### src/rtl/hdr_read_scheduler_if.sv
// hdr_read_scheduler_if: SDRAM read command/data channel plus the pixel FIFO write port
// of the HDR read scheduler; master is the scheduler, slave is the memory/FIFO side.
interface hdr_read_scheduler_if #(
    parameter int ADDR_W = 24
);
    logic              cmd_valid;
    logic              cmd_ready;
    logic [ADDR_W-1:0] cmd_addr;
    logic              mem_rd_valid;
    logic [127:0]      mem_rd_data;
    logic [127:0]      data_high;
    logic [127:0]      data_mid;
    logic [127:0]      data_low;
    logic              rd_valid;

    modport master (
        output cmd_valid, cmd_addr, data_high, data_mid, data_low, rd_valid,
        input  cmd_ready, mem_rd_valid, mem_rd_data
    );
    modport slave (
        input  cmd_valid, cmd_addr, data_high, data_mid, data_low, rd_valid,
        output cmd_ready, mem_rd_valid, mem_rd_data
    );
endinterface

### src/rtl/hdr_read_scheduler.sv
// hdr_read_scheduler: reads high/mid/low exposure words per offset from SDRAM, one outstanding
// read at a time, and pushes aligned triples to the pixel FIFO under credit throttling.
module hdr_read_scheduler #(
    parameter int                ADDR_W          = 24,
    parameter logic [ADDR_W-1:0] BASE_HIGH       = 24'h000000,
    parameter logic [ADDR_W-1:0] BASE_MID        = 24'h010000,
    parameter logic [ADDR_W-1:0] BASE_LOW        = 24'h020000,
    parameter int                WORDS_PER_FRAME = 38400,
    parameter int                CREDIT_MAX      = 1000
) (
    input  logic                 clk_133M,
    input  logic                 rst_n_133M,
    input  logic                 enable,
    input  logic                 frame_start,
    input  logic                 credit_return,
    output logic                 frame_done,
    output logic                 busy,
    output logic                 err,
    hdr_read_scheduler_if.master bus
);
    localparam int OFF_W  = $clog2(WORDS_PER_FRAME);
    localparam int CRED_W = $clog2(CREDIT_MAX + 1);

    typedef enum logic [3:0] {IDLE, GATE, REQ_H, WAIT_H, REQ_M, WAIT_M, REQ_L, WAIT_L, PUSH} state_t;

    state_t            state_q, state_d;
    logic [OFF_W-1:0]  offset_q, offset_d;
    logic [CRED_W-1:0] cred_q, cred_d;
    logic              err_q, err_d;
    logic [127:0]      high_q, high_d, mid_q, mid_d, low_q, low_d;
    logic              last, push, wait_st;
    logic [ADDR_W-1:0] base;

    assign last    = offset_q == OFF_W'(WORDS_PER_FRAME - 1);
    assign push    = state_q == PUSH;
    assign wait_st = state_q inside {WAIT_H, WAIT_M, WAIT_L};

    always_ff @(posedge clk_133M or negedge rst_n_133M) begin
        if (!rst_n_133M) begin
            state_q  <= IDLE;
            offset_q <= '0;
            cred_q   <= '0;
            err_q    <= 1'b0;
            high_q   <= '0;
            mid_q    <= '0;
            low_q    <= '0;
        end else begin
            state_q  <= state_d;
            offset_q <= offset_d;
            cred_q   <= cred_d;
            err_q    <= err_d;
            high_q   <= high_d;
            mid_q    <= mid_d;
            low_q    <= low_d;
        end
    end

    always_comb begin
        state_d  = state_q;
        offset_d = offset_q;
        high_d   = high_q;
        mid_d    = mid_q;
        low_d    = low_q;
        case (state_q)
            IDLE:   if (frame_start) begin
                        state_d  = GATE;
                        offset_d = '0;
                    end
            GATE:   if (enable && cred_q < CRED_W'(CREDIT_MAX)) state_d = REQ_H;
            REQ_H:  if (bus.cmd_ready) state_d = WAIT_H;
            WAIT_H: if (bus.mem_rd_valid) begin
                        high_d  = bus.mem_rd_data;
                        state_d = REQ_M;
                    end
            REQ_M:  if (bus.cmd_ready) state_d = WAIT_M;
            WAIT_M: if (bus.mem_rd_valid) begin
                        mid_d   = bus.mem_rd_data;
                        state_d = REQ_L;
                    end
            REQ_L:  if (bus.cmd_ready) state_d = WAIT_L;
            WAIT_L: if (bus.mem_rd_valid) begin
                        low_d   = bus.mem_rd_data;
                        state_d = PUSH;
                    end
            PUSH:   begin
                        state_d  = last ? IDLE : GATE;
                        offset_d = last ? '0 : offset_q + 1'b1;
                    end
            default: state_d = IDLE;
        endcase
    end

    // a simultaneous push and return cancel; a return with no credits held is ignored
    assign cred_d = (push && !credit_return) ? cred_q + 1'b1 :
                    (!push && credit_return && cred_q != '0) ? cred_q - 1'b1 : cred_q;
    assign err_d  = err_q | (bus.mem_rd_valid & ~wait_st);

    assign base = (state_q inside {REQ_M, WAIT_M}) ? BASE_MID :
                  (state_q inside {REQ_L, WAIT_L}) ? BASE_LOW : BASE_HIGH;

    assign bus.cmd_valid = state_q inside {REQ_H, REQ_M, REQ_L};
    assign bus.cmd_addr  = base + ADDR_W'(offset_q);
    assign bus.data_high = high_q;
    assign bus.data_mid  = mid_q;
    assign bus.data_low  = low_q;
    assign bus.rd_valid  = push;
    assign frame_done    = push & last;
    assign busy          = state_q != IDLE;
    assign err           = err_q;
endmodule

### src/flat_wrapper.sv
// flat-port wrapper written by rule: the top's interface ports become plain ports
module hdr_read_scheduler_flat 
#(
    parameter int                ADDR_W          = 24,
    parameter logic [ADDR_W-1:0] BASE_HIGH       = 24'h000000,
    parameter logic [ADDR_W-1:0] BASE_MID        = 24'h010000,
    parameter logic [ADDR_W-1:0] BASE_LOW        = 24'h020000,
    parameter int                WORDS_PER_FRAME = 38400,
    parameter int                CREDIT_MAX      = 1000
)
  (clk_133M, rst_n_133M, enable, frame_start, credit_return, frame_done, busy, err, bus_cmd_valid, bus_cmd_addr, bus_data_high, bus_data_mid, bus_data_low, bus_rd_valid, bus_cmd_ready, bus_mem_rd_valid, bus_mem_rd_data);
  hdr_read_scheduler_if #(.ADDR_W(ADDR_W)) bus_i ();
  input  logic clk_133M;
  input  logic rst_n_133M;
  input  logic enable;
  input  logic frame_start;
  input  logic credit_return;
  output logic frame_done;
  output logic busy;
  output logic err;
  output wire logic [$bits(bus_i.cmd_valid)-1:0] bus_cmd_valid;
  output wire logic [$bits(bus_i.cmd_addr)-1:0] bus_cmd_addr;
  output wire logic [$bits(bus_i.data_high)-1:0] bus_data_high;
  output wire logic [$bits(bus_i.data_mid)-1:0] bus_data_mid;
  output wire logic [$bits(bus_i.data_low)-1:0] bus_data_low;
  output wire logic [$bits(bus_i.rd_valid)-1:0] bus_rd_valid;
  input wire logic [$bits(bus_i.cmd_ready)-1:0] bus_cmd_ready;
  input wire logic [$bits(bus_i.mem_rd_valid)-1:0] bus_mem_rd_valid;
  input wire logic [$bits(bus_i.mem_rd_data)-1:0] bus_mem_rd_data;
  assign bus_cmd_valid = bus_i.cmd_valid;
  assign bus_cmd_addr = bus_i.cmd_addr;
  assign bus_data_high = bus_i.data_high;
  assign bus_data_mid = bus_i.data_mid;
  assign bus_data_low = bus_i.data_low;
  assign bus_rd_valid = bus_i.rd_valid;
  assign bus_i.cmd_ready = bus_cmd_ready;
  assign bus_i.mem_rd_valid = bus_mem_rd_valid;
  assign bus_i.mem_rd_data = bus_mem_rd_data;
  hdr_read_scheduler #(.ADDR_W(ADDR_W), .BASE_HIGH(BASE_HIGH), .BASE_MID(BASE_MID), .BASE_LOW(BASE_LOW), .WORDS_PER_FRAME(WORDS_PER_FRAME), .CREDIT_MAX(CREDIT_MAX)) u_core (.clk_133M(clk_133M), .rst_n_133M(rst_n_133M), .enable(enable), .frame_start(frame_start), .credit_return(credit_return), .frame_done(frame_done), .busy(busy), .err(err), .bus(bus_i));
endmodule
### config.mk
export PLATFORM = sky130hd
export DESIGN_NAME = hdr_read_scheduler_flat
export DESIGN_NICKNAME = d
export VERILOG_FILES = /design/src/rtl/hdr_read_scheduler_if.sv /design/src/rtl/hdr_read_scheduler.sv /design/src/flat_wrapper.sv
export SDC_FILE = /design/constraint.sdc
export NUM_CORES = 1
export LEC_CHECK = 0
export CORE_AREA = 2 2 214 216
export DETAILED_ROUTE_END_ITERATION = 8
export DIE_AREA = 0 0 216 218
export HOLD_SLACK_MARGIN = 0.03
export PLACE_DENSITY = 0.68
export SLEW_MARGIN = 20
export SYNTH_ARGS = -nofsm -noshare
export SYNTH_HDL_FRONTEND = slang
export SYNTH_SLANG_ARGS = --single-unit
export TNS_END_PERCENT = 30
### constraint.sdc
create_clock -name clk_133M -period 7.82 [get_ports clk_133M]
set_input_delay 1.564 -clock clk_133M [delete_from_list [all_inputs] [get_ports clk_133M]]
set_output_delay 1.564 -clock clk_133M [all_outputs]
set_load 0.02 [all_outputs]
**Word level (Yosys, flattened, before mapping)**

Cells that the tools add are included.

- Add/sub/neg operators: 4
- Bitwise gates (word level): 4
- Multiplexer cells: 17
- Order comparisons: 1
- Equality and inequality tests: 17
- Reduce and logical (&&, ||, !) cells: 20

Operators by type and width:

| cell | count |
|---|---|
| 4-bit case mux with 9 select lines | 1 |
| 16-bit two-way mux | 2 |
| 4-bit two-way mux | 8 |
| 16-bit case mux with 2 select lines | 1 |
| 24-bit by 16-bit adder with 24-bit output | 1 |
| 24-bit two-way mux | 1 |
| 10-bit two-way mux | 2 |
| 18-bit two-way mux | 1 |
| 16-bit by 1-bit adder with 16-bit output, second input constant | 1 |
| 16-bit equality test, second input constant | 1 |
| 4-bit by 3-bit equality test with 1-bit output, second input constant | 4 |
| 2-bit != test, second input constant | 7 |
| 10-bit by 1-bit adder with 10-bit output, second input constant | 1 |
| 10-bit less-than comparator, second input constant | 1 |
| 10-bit nonzero test | 1 |
| 10-bit by 1-bit subtractor with 10-bit output, second input constant | 1 |
| 4-bit by 2-bit equality test with 1-bit output, second input constant | 2 |
| 2-bit AND reduction | 4 |
| 8-bit AND reduction | 1 |
| 2-bit nonzero test | 4 |
| 3-bit nonzero test | 2 |
| 4-bit by 1-bit equality test with 1-bit output, second input constant | 1 |
| 4-bit equality test, second input constant | 1 |
| 1-bit logical AND | 4 |
| other kinds (8) | 10 |

- Output and inout port bits: 413
- Bits in registers: 415
- Word-level logic and storage cells: 70
- Input port bits: 135

**Depth between registers and ports, before layout**

Gate-level depths: netlist (run 1).

- Depth after elaboration: 6
- Depth in mapped cells: 11
- Gate-level depth less buffers: 10

**Least setup slack after synthesis (run 1)**

No wires, ideal clock.

- Path kind: input to register
- From: in credit_return
- To: reg u_core.cred_q[9]
- Setup slack: 4.350 ns
- Data required time: 7.695 ns
- Library setup time: 0.125 ns
- Data arrival time: 3.345 ns
- Cell stages on the path: 9
- Buffers on the path: 0
- Cells stage by stage: nor2_4 inv_1 ha_1 nand2_1 o31ai_2 o211ai_1 a21oi_2 mux2i_1 a2111oi_0

- Cells in the longest elaborated chain, start to end: 3
- Elaborated cells between the ends (all ways): 6
- Those cells by class: mux (1); reduce/logical (5)

RTL lines:

| item | RTL line | source |
|---|---|---|
| start, declared | flat_wrapper.sv:17 | `input logic credit_return;` |
| 1-bit zero test / 1-bit logical AND (equally long branches) | hdr_read_scheduler.sv:94, hdr_read_scheduler.sv:95 |  |
| 1-bit logical AND, on equally long branches | hdr_read_scheduler.sv:94, hdr_read_scheduler.sv:95 |  |
| 10-bit two-way mux / 2-bit nonzero test (equally long branches) | n/a |  |
| end signal, assigned | hdr_read_scheduler.sv:50 | `cred_q <= cred_d;` |
| end, declared | hdr_read_scheduler.sv:28 | `logic [CRED_W-1:0] cred_q, cred_d;` |

Several ways; a longest one is shown, not always the timed one.
A chain may end at the register's enable or synchronous reset.

**Worst setup path after layout (run 1)**

- From: reg u_core.state_q[0]
- To: out frame_done

- Cells in the longest elaborated chain, start to end: 2

RTL lines:

| item | RTL line | source |
|---|---|---|
| start, declared | hdr_read_scheduler.sv:26 | `state_t state_q, state_d;` |
| start signal, assigned | hdr_read_scheduler.sv:48 | `state_q <= state_d;` |
| 4-bit equality test | hdr_read_scheduler.sv:35 | `assign push = state_q == PUSH;` |
| 1-bit AND | hdr_read_scheduler.sv:107 | `assign frame_done = push & last;` |
| end, declared | flat_wrapper.sv:18 | `output logic frame_done;` |

No other way between the ends.

==> results summary, run 1 <==
The count of buffers from port buffering came out at 541. From synthesis to final layout, the design area changed by 46.2%. Summing every instance area after synthesis gives 16200 sq um. VDD sags by at most 0.246 mV. The count of yosys warnings during synthesis came out at 0.

Once routing completed, OpenROAD measured the worst setup slack at approximately 3.3 ns. The antenna cell count is 0. Dividing the detail-routed wire length by the instance count gives 20.2 um. The post-synthesis area per instance came out at 15.5 sq um. The boundary pin count is 548. The power after layout came out at roughly 11 mW. The library cell used most frequently in the layout, excluding fill and tap cells, is sky130_fd_sc_hd__clkdlybuf4s50_1.

The post-route antenna net violation count is 0. The class of the most critical hold timing path is reg2reg. By startpoint and endpoint, the worst setup path is classified as reg2out.

After synthesis the netlist holds a flip-flop and latch count of between 400 and 500. The overall die height is ~220 um. The total placed instance area came out at 22200 sq um. The number of instances in the synthesized netlist came out at 1049. The leakage power of the design came out at approximately 10 nW. The site row count came out at just under 80.

Summing all non-filler instances in the final layout gives an area of 23700 sq um. The cell type with the largest total area after synthesis is sky130_fd_sc_hd__dfrtp_1. The routability congestion estimate from global placement came out at 0.812. The DRC violation total after the first TritonRoute iteration came out at 485. The worst setup path is launched from a register. The post-cts resize count is 0. Setup violations remaining at the end of the flow were counted as 0. For this block, the routed nets add up to 45000 um of wire. The tree built by TritonCTS fans out to 415 sinks.

The relative slew slack is 38.2%. The number of global-route vias before repair is 11583. The initial antenna violation count is 0. Dividing the detail-routed via count by the number of cells gives roughly 4.8. The global-route usage over all layers is 19.0%. The worst setup slack after placement is 3.40 ns. Sorting the synthesized cells by area gives the leading types as sky130_fd_sc_hd__dfrtp_1, sky130_fd_sc_hd__mux2_2, sky130_fd_sc_hd__buf_2. The first-pass GRT wire length is 69600 um. The maximum level of the CTS H-tree came out at 2. The minimum clock period after layout is 4.49 ns.

The via count of the routed design came out at 10764. For this run, the number of standard cells in the final layout without fillers is about 2200. The die extent in x came out at 216 um. The count of hold-fix buffers inserted at cts is 0.

The top achievable clock speed is 0.223 GHz. The setup skew after layout came out at 0.0151 ns. The starting density of the core came out at between 30 and 40%. The maximum number of pins on one net before global-route repair is 164.

The number of buffers inserted by post-CTS setup repair is 0. The later pin in the worst-skew pair is clocked with a latency of around 0.57 ns. The buffer levels on the longest clock path is 3. The largest fanout on the critical path came out at 15. The arrival time at the worst endpoint came out at between 2 and 3 ns. The required time reported for the critical path endpoint is 6.26 ns. Clock-pin slew was measured on the worst setup and hold paths at 0.06 ns. The flow ran to the end, and the final reports show no timing, DRC or antenna violations.

After routing, the total negative slack on setup checks comes to 0 ns. The number of nets in the layout is 1740. TritonCTS built the clock tree. The share of cells above drive strength 1 came out at about 30%. The area share of the largest cell type after synthesis came out at 64.0%. The total congestion overflow after global routing is 0. After detailed placement, the design holds a cell count of 2147. The max capacitance violation total came out at 0. After legalization and detailed placement, the total HPWL measured slightly above 30000 um.

The worst setup path is captured at a primary output. The full die area came out at 47100 sq um. Dividing the final minimum period by the clock period gives 57.4%. The placeable core region came out at around 45000 sq um. The transition time of the tightest slew-check pin came out at 0.928 ns. Leaving out fill and tap cells, the most frequent cells in the layout are sky130_fd_sc_hd__clkdlybuf4s50_1, sky130_fd_sc_hd__dfrtp_1, sky130_fd_sc_hd__mux2_2.

For this run, the register share of the synthesized area comes to 64.0%. The total DRC errors in the routed layout came out at 0. The length of the first detailed-routing pass in iterations came out at 4. The cell at the root of the clock tree is sky130_fd_sc_hd__clkbuf_16.

The number of endpoints with negative hold slack in the final report is 0. The TritonCTS buffer count is 45. Setup repair after global routing left no endpoint under its margin. The number of distinct library cells after synthesis is 51. The power density over the cells came out at 475 nW/um^2.

The final count of pins violating max slew is 0.
==> report_power, final <==
group | switching (mW) | internal (mW) | total, mW
registers | 0.583 | 3.20 | 3.78
logic | 2.59 | 2.78 | 5.37
clock network | 0.855 | 1.25 | 2.11
total | 4.02 | 7.24 | 11.3
==> critical path, stage by stage, from the launching register on <==
cell and delay (ns):
sky130_fd_sc_hd__dfrtp_1 0.56, sky130_fd_sc_hd__or4b_1 0.82, sky130_fd_sc_hd__nor3_1 0.30, sky130_fd_sc_hd__clkdlybuf4s50_1 0.68
==> final timing paths <==
| kind | depth (start not counted) | end | start | slack, ns |
|---|---|---|---|---|
| max in group asynchronous | 2 | u_core.bus.data_low[19]$_DFFE_PN0P_ | rst_n_133M | 5.38 |
| worst min register to register | 1 | u_core.err$_DFF_PN0_ | u_core.err$_DFF_PN0_ | 0.47 |
| worst max register to register | 10 | u_core.cred_q[9]$_DFFE_PN0P_ | u_core.state_q[0]$_DFFE_PN0P_ | 4.13 |
| worst max-delay path | 3 | frame_done | u_core.state_q[0]$_DFFE_PN0P_ | 3.33 |
| min in group asynchronous | 1 | u_core.bus.data_low[6]$_DFFE_PN0P_ | rst_n_133M | 1.07 |
| worst min-delay path | 1 | u_core.err$_DFF_PN0_ | u_core.err$_DFF_PN0_ | 0.47 |
==> flip-flops by register name, summed over array words and instances, names as in the netlist <==
name	cells
u_core.bus.data_high	128
u_core.bus.data_low	128
u_core.bus.data_mid	128
u_core.offset_q	16
u_core.cred_q	10
u_core.state_q	4
u_core.err	1
==> per-layer routing <==
| metal | part of all wire [%] | vias up | global-route usage [%] |
|---|---|---|---|
| met5 | 0 | - | 0 |
| met4 | 3.0 | 0 | 6.26 |
| met3 | 8.5 | 75 | 7.02 |
| met2 | 49 | 394 | 31.9 |
| met1 | 39 | 5465 | 22.4 |
| li1 | - | 4830 | - |
==> cells in the mapped netlist (all sizes together) <==
master     n
nor2b      4
a31o       1
ha        10
a2111oi    2
clkinv     1
a311o      1
xor2       3
or2        1
fa         1
o31ai      5
mux2i      3
nand3b     1
o211ai     3
xnor2      3
and3b      1
or4b       1
nor3b      2
nand4      6
dfrtp    415
nor3       8
o41ai      1
clkbuf    12
a21o       5
nor4       3
buf       45
nand2b     5
mux2     385
nor4b      1
conb       1
or3        1
nand3     10
a21oi     19
nor2      24
inv        7
nand4b     1
and3       7
o311ai     1
a211oi     1
nand2     13
o21ai     32
a31oi      3
==> area by class of cell <==
type                       count  area, sq um
timing repair buffer         550         5530
tap                          600          751
sequential                   415        10400
fill                        3790        21200
inverter                       8         30.0
multi-input combinational    574         5530
clock buffer                  68         1390
clock inverter                12         97.6
==> per-stage QoR <==
stage	util, %	hold WS [ns]
floorplan	-	0.522
global placement	49.5	0.472
global route	52.8	0.498
detailed placement	49.5	0.456
CTS	52.8	0.469
finish	52.8	0.471
==> cell families after synthesis <==
group / count (synthesis) / share of synthesized area, %
AO/OA/AOI/OAI: 74 / 2.79
XOR/XNOR: 6 / 0.370
adder cells (fa/ha/maj): 11 / 0.895
buffers and inverters: 65 / 2.04
flip-flops: 415 / 64.0
multiplexers: 388 / 26.9
other: 1 / 0.0231
AND/OR/NAND/NOR: 89 / 2.88
No activity file was read; power rests on OpenSTA's default activity.
==> run 2, diff against run 1 <==
Settings changed: CORE_AREA 2 2 214 216 to 2 2 215 217, DIE_AREA 0 0 216 218 to 0 0 217 219.
Clock period 7.82 ns to 4.5 ns, I/O delays scaled along.
==> run 2 against run 1 <==
Power is 75% higher. Global-route usage about the same. Clock-buffer cell count grew 2. Hold slack lost 0.047 ns. First-iteration DRC count up 5.4%. Routed wire length rose by 2.2%. Clock skew is 0.0020 ns lower. Setup slack worse by 2.6 ns.
==> results summary, run 2 (same netlist as run 1, synthesis figures left out) <==
The routability congestion estimate from global placement is 0.812 (about the same). The post-route antenna net violation count is 0 (unchanged). The total DRC errors in the routed layout is 0 (unchanged). The element type at the critical path end is a primary output (unchanged). The number of global-route vias before repair was 11477 (was 11583).

The count of buffers from port buffering came out at 541 (unchanged). Result of the run: completed (unchanged). The kind of critical path is reg2out (unchanged).

The post-cts resize count came out at 0 (unchanged). The total congestion overflow after global routing came out at 0 (unchanged). The number of cells on the worst reg-to-reg path came out at 10 (unchanged). The final routed wire length divided by cell count is 20.6 um (was 20.2 um). The worst setup slack after placement came out at 0.773 ns (was 3.40 ns).

The DRC violation total after the first TritonRoute iteration came out at 511 (was 485). The leakage power of the design is 10.1 nW (was 10.0 nW). RSZ-0062 raised after global routing: false (unchanged). The number of endpoints with negative hold slack in the final report came out at 0 (unchanged). The die extent in x came out at 217 um (was 216 um).

The full die area is 47500 sq um (was 47100 sq um). Leading cell types in the layout, fill and taps excluded: sky130_fd_sc_hd__clkdlybuf4s50_1, sky130_fd_sc_hd__dfrtp_1, sky130_fd_sc_hd__mux2_2 (unchanged). The site row count is 78 (unchanged). The max capacitance violation total is 0 (unchanged). The relative slew slack came out at 40.0% (was 38.2%).

The count of hold-fix buffers inserted at cts is 0 (unchanged). The maximum resistive drop on vdd came to 0.497 mV (was 0.246 mV). The global-route usage over all layers is 18.9% (was 19.0%). The number of buffers and inverters on the critical path was 1 (unchanged). The first-pass GRT wire length came out at 69000 um (was 69600 um). The via count of the routed design came to 10791 (was 10764). The clock sink count is 415 (unchanged).

The setup TNS came out at 0 ns (unchanged). The logic depth of the worst path, buffers included is 3 (unchanged). The filler cell count came out at 3887 (was 3790). The minimum clock period after layout came out at 3.72 ns. The register clock-pin slew on the reported worst setup and hold paths is 0.06 ns (about the same).

The starting density of the core is 36.0% (was 36.1%). The final count of pins violating max slew came to 0 (unchanged). Dividing the final minimum period by the clock period gives 82.7%.

The post-DP HPWL came out at 32600 um (was 31100 um). The share of cells above drive strength 1 is 29.3% (was 29.4%). The post-synthesis to final-layout area growth is 47.0% (was 46.2%).

The overall die height is 219 um (was 218 um). The clock network latency to the later pin of the worst-skew pair is 0.55 ns (was 0.57 ns). The number of cells after detailed placement came out at 2152 (was 2147). The most common cell after layout, fill and taps aside is sky130_fd_sc_hd__clkdlybuf4s50_1 (unchanged).

The number of nets in the layout came out at 1745 (was 1740). CP cell instances: or4b_1 > nor3_1 > clkdlybuf4s50_1 (unchanged). The total of endpoints with negative setup slack in the final report came out at 0 (unchanged). The maximum number of pins on one net before global-route repair is 111 (was 164). The buffer levels on the longest clock path is 3 (unchanged). The delay of the slowest cell on the worst path came to 0.77 ns (was 0.82 ns). The placeable core region came out at 45100 sq um (was 44900 sq um). The element type at the critical path start was a register (unchanged). The total placed instance area came out at 22300 sq um (was 22200 sq um). The transition time of the tightest slew-check pin is 0.899 ns (was 0.928 ns). The gate family responsible for the most delay along the worst path is simple AND/OR/NAND/NOR gates (unchanged).

The TritonCTS buffer count was 45 (unchanged). The ratio of routed vias to standard cells came out at 4.83 (about the same). The setup skew after layout was 0.0131 ns (was 0.0151 ns). The TritonCTS clock tree is yes (unchanged). The power after layout came out at 19.7 mW (was 11.3 mW). The initial antenna violation count was 2 (was 0). The maximum level of the CTS H-tree came out at 2 (unchanged). The routed wire length is 46000 um (was 45000 um). The cell at the root of the clock tree is sky130_fd_sc_hd__clkbuf_16 (unchanged). The required time reported for the critical path endpoint was 3.60 ns (was 6.26 ns).

The power density over the cells was 827 nW/um^2 (was 475 nW/um^2). The largest fanout on the critical path came out at 15 (unchanged). The cell area after layout came out at 23800 sq um (was 23700 sq um). The number of buffers inserted by post-CTS setup repair is 0 (unchanged).

The class of the most critical hold timing path is in2async (was reg2reg). The arrival time at the worst endpoint came out at 2.82 ns (was 2.93 ns). The length of the first detailed-routing pass in iterations came out at 4 (unchanged). The final instance count without filler cells is 2234 (was 2227).

The post-layout worst setup margin was 0.776 ns (was 3.33 ns). The top achievable clock speed is ~0.27 GHz. The slowest stage cell on the critical path is sky130_fd_sc_hd__or4b_1 (unchanged).

The boundary pin count is 548 (unchanged).
## run 2: changes by cell type in the layout (fill, tap and decap cells not counted), sizes merged
cell / before / now
clkinvlp: 2 / 1
bufinv: 1 / 4
inv: 9 / 10
clkinv: 8 / 4
diode: 0 / 1
buf: 10 / 15
clkbuf: 68 / 70
## run 2: per-layer routing
metal	global-route usage (%)	share of wire (%)	vias to the layer above
met5	0	0.015	-
met4	7.08	3.1	2
met3	6.87	8.8	74
met2	31.3	48	389
met1	22.6	40	5494
li1	-	-	4832
## run 2: worst paths after layout
path / slack (ns) / start / endpoint
setup / recovery: 0.78 / u_core.state_q[0]$_DFFE_PN0P_ / frame_done
hold / removal: 0.42 / rst_n_133M / u_core.bus.data_mid[126]$_DFFE_PN0P_
setup reg to reg: 0.81 / u_core.state_q[0]$_DFFE_PN0P_ / u_core.cred_q[9]$_DFFE_PN0P_
hold reg to reg: 0.46 / u_core.err$_DFF_PN0_ / u_core.err$_DFF_PN0_
max in group asynchronous: 3.01 / rst_n_133M / u_core.bus.data_high[7]$_DFFE_PN0P_
min in group clk_133M: 0.46 / u_core.err$_DFF_PN0_ / u_core.err$_DFF_PN0_
## run 2: layout make-up
class | count | area (sq um) | area share, %
Antenna cell | 1 | 2.50 | 0.0105
Clock buffer | 70 | 1330 | 5.58
Clock inverter | 11 | 171 | 0.719
Inverter | 8 | 30.0 | 0.126
Multi-Input combinational cell | 574 | 5530 | 23.2
Sequential cell | 415 | 10400 | 43.6
Tap cell | 600 | 751 | 3.15
Timing Repair Buffer | 555 | 5640 | 23.6
## run 2: where the power goes
part           leakage, nW  switching [mW]  internal [mW]
registers             5.01            1.01           5.56
logic                 4.31            4.55           4.86
clock network        0.734            1.48           2.26
## run 2: stage by stage
| step | hold WS, ns | util, % |
|---|---|---|
| final | 0.423 | 52.9 |
| after detailed placement | 0.448 | 49.5 |
| after global routing | 0.479 | 52.9 |
| after CTS | 0.446 | 52.9 |
| after floorplan | 0.522 | - |
| after global placement | 0.443 | 49.5 |
## run 2: worst register-to-register path, cell delays in order, from the launching register on
cell and delay, ns:
sky130_fd_sc_hd__dfrtp_1 0.55, sky130_fd_sc_hd__or4b_1 0.78, sky130_fd_sc_hd__nor2_4 0.21, sky130_fd_sc_hd__inv_1 0.19, sky130_fd_sc_hd__ha_1 0.39, sky130_fd_sc_hd__nand2_1 0.12, sky130_fd_sc_hd__o31ai_2 0.38, sky130_fd_sc_hd__o211ai_1 0.19
sky130_fd_sc_hd__a21oi_2 0.25, sky130_fd_sc_hd__mux2i_1 0.10, sky130_fd_sc_hd__a2111oi_0 0.39
